--- src/rtl/idma_inoc_rd_sched_if.sv ---
// idma_inoc_rd_sched_if
//   Bundles the command channel, the read-engine channel and the status
//   signals of the iNoC iDMA read-command scheduler.
//   slave  : scheduler side (idma_inoc_rd_sched)
//   master : command producer / read engine side
//   Signals:
//     cmd_valid/cmd_ready/cmd_word_addr/cmd_word_num : command push
//     abort                                          : single-cycle flush
//     ibuffer_rd_start/ibuffer_word_addr/ibuffer_word_num : chunk start
//     op_last_or_finish                              : abort pulse to engine
//     return_done                                    : engine chunk completion
//     cmd_done / busy                                : status
interface idma_inoc_rd_sched_if #(
    parameter int MEM_AW   = 15,
    parameter int WORD_NUM = 4
);
    localparam int WA = MEM_AW + $clog2(WORD_NUM);

    logic            cmd_valid;
    logic            cmd_ready;
    logic [WA-1:0]   cmd_word_addr;
    logic [15:0]     cmd_word_num;
    logic            abort;
    logic            ibuffer_rd_start;
    logic [WA-1:0]   ibuffer_word_addr;
    logic [12:0]     ibuffer_word_num;
    logic            op_last_or_finish;
    logic            return_done;
    logic            cmd_done;
    logic            busy;

    modport slave (
        input  cmd_valid, cmd_word_addr, cmd_word_num, abort, return_done,
        output cmd_ready, ibuffer_rd_start, ibuffer_word_addr, ibuffer_word_num,
               op_last_or_finish, cmd_done, busy
    );

    modport master (
        output cmd_valid, cmd_word_addr, cmd_word_num, abort, return_done,
        input  cmd_ready, ibuffer_rd_start, ibuffer_word_addr, ibuffer_word_num,
               op_last_or_finish, cmd_done, busy
    );
endinterface

--- src/rtl/idma_inoc_rd_sched.sv ---
// idma_inoc_rd_sched
//   Read-command scheduler in front of the iNoC iDMA ibuffer read engine.
//   Queues read commands (up to 65535 words) in a small FIFO and splits each
//   into engine chunks of at most CHUNK_WORDS words, issuing one start per
//   chunk and waiting for the engine's return_done before advancing.
//   abort flushes everything and pulses op_last_or_finish to the engine.
//   Ports:
//     clk, rst_n : clock, asynchronous active-low reset
//     bus        : idma_inoc_rd_sched_if.slave (command, engine, status)
module idma_inoc_rd_sched #(
    parameter int MEM_AW      = 15,
    parameter int WORD_NUM    = 4,
    parameter int CHUNK_WORDS = 4096,
    parameter int FIFO_DEPTH  = 4
) (
    input logic                  clk,
    input logic                  rst_n,
    idma_inoc_rd_sched_if.slave  bus
);
    localparam int              WA       = MEM_AW + $clog2(WORD_NUM);
    localparam int              PW       = (FIFO_DEPTH > 1) ? $clog2(FIFO_DEPTH) : 1;
    localparam int              CW       = $clog2(FIFO_DEPTH + 1);
    localparam logic [12:0]     CHUNK13  = 13'(CHUNK_WORDS);
    localparam logic [CW-1:0]   FULL_CNT = CW'(FIFO_DEPTH);

    typedef enum logic [1:0] {ST_IDLE, ST_ISSUE, ST_WAIT} state_t;

    state_t          r_state;
    state_t          w_next_state;

    // command FIFO
    logic [WA-1:0]   r_fifo_addr [FIFO_DEPTH];
    logic [15:0]     r_fifo_num  [FIFO_DEPTH];
    logic [PW-1:0]   r_wr_ptr;
    logic [PW-1:0]   r_rd_ptr;
    logic [CW-1:0]   r_count;
    logic [CW-1:0]   w_next_count;
    logic            w_ready;
    logic            w_push;
    logic            w_pop;
    logic [WA-1:0]   w_head_addr;
    logic [15:0]     w_head_num;

    // current command progress
    logic [WA-1:0]   r_cur_addr;
    logic [15:0]     r_remain;
    logic [12:0]     r_chunk;
    logic [WA-1:0]   w_step_addr;
    logic [15:0]     w_step_remain;

    logic            w_issue;
    logic            w_step;
    logic            w_done;
    logic [WA-1:0]   w_issue_addr;
    logic [15:0]     w_issue_remain;
    logic [12:0]     w_issue_chunk;

    // registered outputs
    logic            r_rd_start;
    logic [WA-1:0]   r_ib_addr;
    logic [12:0]     r_ib_num;
    logic            r_op_last;
    logic            r_cmd_done;
    logic            r_busy;

    assign w_ready     = (r_count != FULL_CNT) && !bus.abort;
    assign w_push      = bus.cmd_valid && w_ready;
    assign w_head_addr = r_fifo_addr[r_rd_ptr];
    assign w_head_num  = r_fifo_num[r_rd_ptr];

    // address wraps modulo 2^WA through the natural truncation of the sum
    assign w_step_addr   = r_cur_addr + WA'(r_chunk);
    assign w_step_remain = r_remain - {3'b000, r_chunk};

    always_ff @(posedge clk or negedge rst_n) begin
        if (!rst_n) begin
            r_state <= ST_IDLE;
        end else begin
            r_state <= w_next_state;
        end
    end

    always_comb begin
        w_next_state   = r_state;
        w_pop          = 1'b0;
        w_issue        = 1'b0;
        w_step         = 1'b0;
        w_done         = 1'b0;
        w_issue_addr   = w_head_addr;
        w_issue_remain = w_head_num;
        w_next_count   = r_count;

        if (r_state == ST_WAIT) begin
            w_issue_addr   = w_step_addr;
            w_issue_remain = w_step_remain;
        end

        if (bus.abort) begin
            w_next_state = ST_IDLE;
        end else begin
            case (r_state)
                ST_IDLE: begin
                    if (r_count != '0) begin
                        w_pop = 1'b1;
                        if (w_head_num == '0) begin
                            w_done = 1'b1;
                        end else begin
                            w_issue      = 1'b1;
                            w_next_state = ST_ISSUE;
                        end
                    end
                end
                ST_ISSUE: begin
                    w_next_state = ST_WAIT;
                end
                ST_WAIT: begin
                    if (bus.return_done) begin
                        w_step = 1'b1;
                        if (w_step_remain == '0) begin
                            w_done       = 1'b1;
                            w_next_state = ST_IDLE;
                        end else begin
                            w_issue      = 1'b1;
                            w_next_state = ST_ISSUE;
                        end
                    end
                end
                default: begin
                    w_next_state = ST_IDLE;
                end
            endcase
        end

        w_issue_chunk = (w_issue_remain > {3'b000, CHUNK13}) ? CHUNK13 : w_issue_remain[12:0];

        if (bus.abort) begin
            w_next_count = '0;
        end else if (w_push && !w_pop) begin
            w_next_count = r_count + CW'(1);
        end else if (!w_push && w_pop) begin
            w_next_count = r_count - CW'(1);
        end
    end

    // FIFO storage needs no reset: only entries below r_count are ever read
    always_ff @(posedge clk) begin
        if (w_push) begin
            r_fifo_addr[r_wr_ptr] <= bus.cmd_word_addr;
            r_fifo_num[r_wr_ptr]  <= bus.cmd_word_num;
        end
    end

    always_ff @(posedge clk or negedge rst_n) begin
        if (!rst_n) begin
            r_wr_ptr <= '0;
            r_rd_ptr <= '0;
            r_count  <= '0;
        end else begin
            r_count <= w_next_count;
            if (bus.abort) begin
                r_wr_ptr <= '0;
                r_rd_ptr <= '0;
            end else begin
                if (w_push) begin
                    r_wr_ptr <= r_wr_ptr + PW'(1);
                end
                if (w_pop) begin
                    r_rd_ptr <= r_rd_ptr + PW'(1);
                end
            end
        end
    end

    // Chunk address/count are loaded one cycle ahead of ISSUE so they are
    // already valid while ibuffer_rd_start is high, then held until the next.
    always_ff @(posedge clk or negedge rst_n) begin
        if (!rst_n) begin
            r_cur_addr <= '0;
            r_remain   <= '0;
            r_chunk    <= '0;
            r_rd_start <= 1'b0;
            r_ib_addr  <= '0;
            r_ib_num   <= '0;
            r_op_last  <= 1'b0;
            r_cmd_done <= 1'b0;
            r_busy     <= 1'b0;
        end else begin
            r_rd_start <= w_issue;
            r_cmd_done <= w_done;
            r_op_last  <= bus.abort;
            r_busy     <= (w_next_state != ST_IDLE) || (w_next_count != '0);

            if (bus.abort) begin
                r_remain <= '0;
                r_chunk  <= '0;
            end else if (w_pop) begin
                r_cur_addr <= w_head_addr;
                r_remain   <= w_head_num;
            end else if (w_step) begin
                r_cur_addr <= w_step_addr;
                r_remain   <= w_step_remain;
            end

            if (w_issue) begin
                r_ib_addr <= w_issue_addr;
                r_ib_num  <= w_issue_chunk;
                r_chunk   <= w_issue_chunk;
            end
        end
    end

    assign bus.cmd_ready         = w_ready;
    assign bus.ibuffer_rd_start  = r_rd_start;
    assign bus.ibuffer_word_addr = r_ib_addr;
    assign bus.ibuffer_word_num  = r_ib_num;
    assign bus.op_last_or_finish = r_op_last;
    assign bus.cmd_done          = r_cmd_done;
    assign bus.busy              = r_busy;
endmodule
--- src/flat_wrapper.sv ---
// flat-port wrapper written by rule: the top's interface ports become plain ports
module idma_inoc_rd_sched_flat 
#(
    parameter int MEM_AW      = 15,
    parameter int WORD_NUM    = 4,
    parameter int CHUNK_WORDS = 4096,
    parameter int FIFO_DEPTH  = 4
)
  (clk, rst_n, bus_cmd_valid, bus_cmd_word_addr, bus_cmd_word_num, bus_abort, bus_return_done, bus_cmd_ready, bus_ibuffer_rd_start, bus_ibuffer_word_addr, bus_ibuffer_word_num, bus_op_last_or_finish, bus_cmd_done, bus_busy);
  idma_inoc_rd_sched_if #(.MEM_AW(MEM_AW), .WORD_NUM(WORD_NUM)) bus_i ();
  input logic clk;
  input logic rst_n;
  input wire logic [$bits(bus_i.cmd_valid)-1:0] bus_cmd_valid;
  input wire logic [$bits(bus_i.cmd_word_addr)-1:0] bus_cmd_word_addr;
  input wire logic [$bits(bus_i.cmd_word_num)-1:0] bus_cmd_word_num;
  input wire logic [$bits(bus_i.abort)-1:0] bus_abort;
  input wire logic [$bits(bus_i.return_done)-1:0] bus_return_done;
  output wire logic [$bits(bus_i.cmd_ready)-1:0] bus_cmd_ready;
  output wire logic [$bits(bus_i.ibuffer_rd_start)-1:0] bus_ibuffer_rd_start;
  output wire logic [$bits(bus_i.ibuffer_word_addr)-1:0] bus_ibuffer_word_addr;
  output wire logic [$bits(bus_i.ibuffer_word_num)-1:0] bus_ibuffer_word_num;
  output wire logic [$bits(bus_i.op_last_or_finish)-1:0] bus_op_last_or_finish;
  output wire logic [$bits(bus_i.cmd_done)-1:0] bus_cmd_done;
  output wire logic [$bits(bus_i.busy)-1:0] bus_busy;
  assign bus_i.cmd_valid = bus_cmd_valid;
  assign bus_i.cmd_word_addr = bus_cmd_word_addr;
  assign bus_i.cmd_word_num = bus_cmd_word_num;
  assign bus_i.abort = bus_abort;
  assign bus_i.return_done = bus_return_done;
  assign bus_cmd_ready = bus_i.cmd_ready;
  assign bus_ibuffer_rd_start = bus_i.ibuffer_rd_start;
  assign bus_ibuffer_word_addr = bus_i.ibuffer_word_addr;
  assign bus_ibuffer_word_num = bus_i.ibuffer_word_num;
  assign bus_op_last_or_finish = bus_i.op_last_or_finish;
  assign bus_cmd_done = bus_i.cmd_done;
  assign bus_busy = bus_i.busy;
  idma_inoc_rd_sched #(.MEM_AW(MEM_AW), .WORD_NUM(WORD_NUM), .CHUNK_WORDS(CHUNK_WORDS), .FIFO_DEPTH(FIFO_DEPTH)) u_core (.clk(clk), .rst_n(rst_n), .bus(bus_i));
endmodule
--- config.mk ---
export PLATFORM = sky130hd
export DESIGN_NAME = idma_inoc_rd_sched_flat
export DESIGN_NICKNAME = d
export VERILOG_FILES = /design/src/rtl/idma_inoc_rd_sched_if.sv /design/src/rtl/idma_inoc_rd_sched.sv /design/src/flat_wrapper.sv
export SDC_FILE = /design/constraint.sdc
export NUM_CORES = 1
export LEC_CHECK = 0
export BUFFER_PORTS_ARGS = -buffer_cell sky130_fd_sc_hd__buf_2
export CELL_PAD_IN_SITES_DETAIL_PLACEMENT = 1
export CELL_PAD_IN_SITES_GLOBAL_PLACEMENT = 1
export CORE_UTILIZATION = 31
export CTS_CLUSTER_DIAMETER = 80
export DETAILED_ROUTE_END_ITERATION = 16
export PLACE_DENSITY_LB_ADDON = 0.1
export SLEW_MARGIN = 20
export SYNTH_ARGS = -nofsm -noshare
export SYNTH_HDL_FRONTEND = slang
export SYNTH_SLANG_ARGS = --single-unit
--- constraint.sdc ---
create_clock -name clk -period 6.3 [get_ports clk]
set_input_delay 0.315 -clock clk [delete_from_list [all_inputs] [get_ports clk]]
set_output_delay 0.315 -clock clk [all_outputs]
set_load 0.1 [all_outputs]
---- After elaboration in Yosys (flattened, before gate mapping) ----
Memory sizes are Yosys's and may differ from the RTL's.
Cells that the tools add are included.
cells by class
  reduce and logical (&&, ||, !) cells .... 20
  equality and inequality tests ........... 3
  muxes and demuxes ....................... 43
  add/sub/neg operators ................... 6
  bitwise operators ....................... 1
  order comparisons ....................... 1
operators with widths
  operator              number
  $mux 16               4
  $mux 17               3
  $mux 13               3
  $logic_not 16->1      2
  $mux 1                19
  $add 17x13->17        1
  $gt 16x13->1 const B  1
  $mux 2                8
  $sub 16x13->16        1
  $reduce_bool 2->1     5
  $mux 3                3
  $reduce_bool 3->1     3
  $pmux 2 s3            1
  $add 2x1->2 const B   2
  $logic_and 1x1->1     4
  $pmux 1 s2            2
  $add 3x1->3 const B   1
  $logic_not 1->1       3
  $ne 3x3->1 const B    1
  $sub 3x1->3 const B   1
  $eq 2x1->1 const B    1
  $eq 2x2->1 const B    1
  $logic_not 2->1       1
  $reduce_and 2->1      1
  other kinds (2)       2
word-level totals
  output and inout bits ................... 35
  bits of input ports ..................... 38
  memories kept ........................... 2
  bits in registers ....................... 89
  bits in writable memories ............... 132
  word-level logic and storage cells ...... 89
memories
  name                depth  width  rd ports  clocked after memory_dff  wr ports  line                      RTL
  u_core.r_fifo_addr  4      17     1         0                         1         idma_inoc_rd_sched.sv:32  logic [WA-1:0] r_fifo_addr [FIFO_DEPTH];
  u_core.r_fifo_num   4      16     1         0                         1         idma_inoc_rd_sched.sv:33  logic [15:0] r_fifo_num [FIFO_DEPTH];

---- Depth between registers and ports, before layout ----
  depth in word-level cells ............... 10
  gate-level depth with buffers ........... 15
  depth with buffers taken out ............ 14

---- Worst setup path before layout ----
No wires, ideal clock.
  path type ............................... register -> register
  from .................................... reg u_core.r_remain[0]
  to ...................................... reg u_core.r_ib_addr[13] (netlist: u_core.bus.ibuffer_word_addr[13])
  library setup time ...................... 126 ps
  period minus slack after synthesis ...... 3752 ps
  arrival time ............................ 3625 ps
  required time ........................... 6174 ps
  stages on the path, launching flop included .. 16
  path buffers ............................ 1
  path slack .............................. 2548 ps
  cells stage by stage .................... dfrtp_1 > inv_1 > ha_1 > inv_1 > fa_1 > a21o_1 > a22o_1 > o311ai_2 > or4b_1 > o21ai_1 > nor2_1 > or4_4 > o21ai_4 > inv_2 > buf_6 > mux2_4
between the ends
  longest elaborated chain between the ends .. 6
RTL lines
  item                    line                       RTL
  start, declared         idma_inoc_rd_sched.sv:46   logic [15:0] r_remain;
  start signal, assigned  idma_inoc_rd_sched.sv:198  r_remain <= w_head_num;
  start signal, assigned  idma_inoc_rd_sched.sv:201  r_remain <= w_step_remain;
  $sub 16x13->16          idma_inoc_rd_sched.sv:73   assign w_step_remain = r_remain - {3'b000, r_chunk};
  $logic_not 16->1        idma_inoc_rd_sched.sv:119  if (w_step_remain == '0) begin
  $mux 1                  idma_inoc_rd_sched.sv:119
  $mux 1                  idma_inoc_rd_sched.sv:117  if (bus.return_done) begin
  $pmux 1 s2              idma_inoc_rd_sched.sv:101  case (r_state)
  $mux 1                  idma_inoc_rd_sched.sv:98   if (bus.abort) begin
  end signal, assigned    idma_inoc_rd_sched.sv:205  r_ib_addr <= w_issue_addr;
  end, declared           idma_inoc_rd_sched.sv:60   logic [WA-1:0] r_ib_addr;
Every way passes these cells.
A chain may end at the register's enable or synchronous reset.

---- Worst setup path after layout ----
  from .................................... reg u_core.r_remain[0]
  to ...................................... reg u_core.r_ib_addr[1] (netlist: u_core.bus.ibuffer_word_addr[1])
The elaborated chain is that of the path after synthesis.

==> impl_results.md <==
- Status: complete, no violations
- Initial drt markers: 408
- Final Hold Violating Endpoints: 0
- Gr usage total: 17.37%
- Die Y: 186.4 um
- Initial antenna violation count: 0
- Nets@finish: 999
- Worst hold path class: in -> reg
- Critical-path maximum fanout: 22
- Synth cell count leaders: edfxtp_1 (132), dfrtp_1 (89), nand2_1 (66), nor2_1 (64), a21oi_1 (55)
- Post-DP HPWL: 20.33 mm
- Reg power frac: 29.7%
- Share of layout cells above drive strength 1: 19.60%
- Port Buffer Count: 72
- Slew Limit Headroom: 33.24%
- Worst Setup End Kind: flip-flop
- Sequential fraction of the synthesis area: 58.72%
- Grt ovf: 0
- RSZ-0062 raised after global routing: false
- WS Path Type: reg -> reg
- Top-area cell type share of the netlist area: 37.59%
- Via-to-Cell Ratio: 5.174
- Die width: 186.4 um
- Cells on worst reg2reg path: 15
- Die area: 34750 um^2
- Total routed wirelength: 29.71 mm
- Clk_skew: 0.01207 ns
- Worst hold slack: 0.1441 ns
- # Post-CTS Setup Buffers: 0
- Fin crit share: 70.15%
- Ant diodes: 0
- CP arrival: 4.85 ns
- Root Buffer: clkbuf_16
- Number of flops mapped to enable cells by yosys: 132
- Max Slew Vio Count: 0
- Initial core utilization: 31.44%
- Critical Path RT: 6.73 ns
- Mapped Area: 10540 um^2
- Top cells by area, synth: edfxtp_1 (38%), dfrtp_1 (21%), mux4_2 (7.0%)
- Sw Ratio: 44.25%
- Largest net degree at the start of global routing: 61
- Synth warn: 0
- Clk pin slew, worst setup/hold paths: 0.06 ns
- Setup-failing EPs final: 0
- Number of global-route vias before repair: 7891
- Peak supply drop: 242.4 uV
- Comb pwr share: 46.4%
- Core area: 33530 um^2
- Deepest clock path buffer count: 3
- Asr flop ratio synth: 40.27%
- Synthesized instance count: 816
- CTS H-tree lvls: 1
- Row cnt: 67
- Net Count, Synth: 890
- Cell variety after synth: 69
- Transition time of the tightest slew-check pin: 0.9761 ns
- Area Growth Syn to Fin: 20.23%
- Setup WS pre-CTS: 1.921 ns
- CTS Hold Bufs: 34
- Synth Register Bits: 221
- P_leak: 4.876 nW
- I/O Pins: 73
- Worst setup margin: 1.881 ns
- Drt pass-1 iters: 4
- Sw Pwr: 3.018 mW
- Pint: 3.803 mW
- Hold path cells: 1
- Top FF cell, synth: edfxtp_1
- Clk Latency, worst-skew pair: 0.56 ns
- Final min period: 4.419 ns
- DR DRC count: 0
- FMAX: 0.2263 GHz
- PostCTS Resize Cnt: 0
- Maxcap violations: 0
- Area leader, netlist: edfxtp_1
- Setup TNS Final: 0 ns
- Power per cell area: 538.0 nW/um^2
- CTS tree: done
- Final Wtd Congestion: 0.8024
- Via count of the routed design: 7202
- Avg WL per Cell: 21.34 um
- CTS Buf Count: 27
- Count leader, synth: edfxtp_1
- First-pass GRT wire length: 46.53 mm
- Clock power frac: 24.0%
- Post-DRT Antenna Nets: 0
- Critical path launch point type: flip-flop
- Average cell area after synthesis: 12.92 um^2
- Clock Sinks: 221
## stage by stage
step	util, %	instances	instance area [um^2]	power (mW)
2_1_floorplan	-	816	10540	4.341
3_5_place_dp	34.00	1310	11400	5.197
5_1_grt	37.81	1392	12680	7.202
4_1_cts	37.81	1392	12680	6.885
6_report	37.81	1392	12680	6.821
3_3_place_gp	34.00	1310	11400	5.140
## worst max-delay path, cell delays in order (launching register included)
cell	delay [ns]
dfrtp_1	0.37
inv_1	0.10
ha_1	0.15
inv_1	0.05
fa_1	0.41
a21o_1	0.23
a22o_1	0.24
o311ai_2	0.40
or4b_1	0.47
o21ai_1	0.13
nor2_1	0.09
or4_4	0.57
o21ai_4	0.13
buf_4	0.24
inv_2	0.31
mux2_1	0.41
## layout make-up
| class | instances | area, um^2 |
|---|---|---|
| inverters | 35 | 131.4 |
| clock inverters | 15 | 217.7 |
| well taps | 448 | 560.5 |
| flip-flops and latches | 221 | 6192 |
| multi-input cells | 520 | 4049 |
| fillers | 3566 | 20860 |
| repair buffers | 120 | 808.3 |
| clock buffers | 33 | 718.2 |
## registers in the layout, indices dropped and copies added, names as in the netlist, 2 cells and up
register	flops
u_core.bus.ibuffer_word_addr	17
u_core.r_fifo_addr	68
u_core.r_remain	16
u_core.r_state	2
u_core.r_count	3
u_core.r_cur_addr	17
u_core.bus.ibuffer_word_num	13
u_core.r_chunk	13
u_core.r_wr_ptr	2
u_core.r_rd_ptr	2
u_core.r_fifo_num	64
## worst paths after layout
check                                                from                         endpoint  slack, ns
max                                    u_core.r_remain[0]  u_core.bus.ibuffer_word_addr[1]       1.88
min                                             bus_abort     u_core.bus.op_last_or_finish       0.14
max reg2reg                            u_core.r_remain[0]  u_core.bus.ibuffer_word_addr[1]       1.88
min reg2reg                u_core.bus.ibuffer_word_num[7]   u_core.bus.ibuffer_word_num[7]       0.49
max in group asynchronous                           rst_n               u_core.r_rd_ptr[0]       4.82
min in group asynchronous                           rst_n                u_core.r_count[2]       0.27
## placed cells by master, fill, tap and decap left out, types with 8 or more instances in the layout
| cell | netlist | final |
|---|---|---|
| edfxtp_1 | 132 | 132 |
| dfrtp_1 | 89 | 88 |
| buf_2 | 1 | 71 |
| nand2_1 | 66 | 66 |
| nor2_1 | 64 | 63 |
| a21oi_1 | 55 | 55 |
| o21ai_0 | 39 | 39 |
| inv_1 | 34 | 34 |
| ha_1 | 34 | 34 |
| dlygate4sd3_1 | 0 | 34 |
| mux4_2 | 33 | 33 |
| clkbuf_16 | 0 | 27 |
| o2bb2ai_1 | 22 | 22 |
| xnor2_1 | 18 | 18 |
| mux2i_1 | 18 | 18 |
| buf_4 | 0 | 15 |
| nor3_1 | 14 | 14 |
| o22ai_1 | 13 | 13 |
| mux2_4 | 11 | 11 |
| xor2_1 | 10 | 10 |
| or3_1 | 8 | 8 |
| and3_1 | 8 | 8 |
| o21a_1 | 8 | 8 |
## power by group through the flow
stage | clock network (mW) | registers (mW) | logic [mW]
after floorplan | 0 | 2.61 | 1.73
after global routing | 1.74 | 2.06 | 3.41
final | 1.64 | 2.02 | 3.16
after CTS | 1.69 | 2.03 | 3.17
after detailed placement | 0 | 2.05 | 3.14
after global placement | 0 | 2.04 | 3.10
## kinds of logic after synthesis
group | Yosys count | share of synthesized area (%)
XOR/XNOR | 28 | 2.326
AND/OR/NAND/NOR | 198 | 8.675
multiplexers | 65 | 10.64
AO/OA/AOI/OAI | 193 | 12.26
flip-flops | 221 | 58.72
buffers and inverters | 75 | 2.967
adder cells (fa/ha/maj) | 36 | 4.414
## routing by layer
layer	global-route usage, %	wire length, um
met5	0	0
met2	28.11	13820
met3	2.539	1053
met1	24.32	14210
met4	4.577	626
Power figures use the tool's default switching activity.
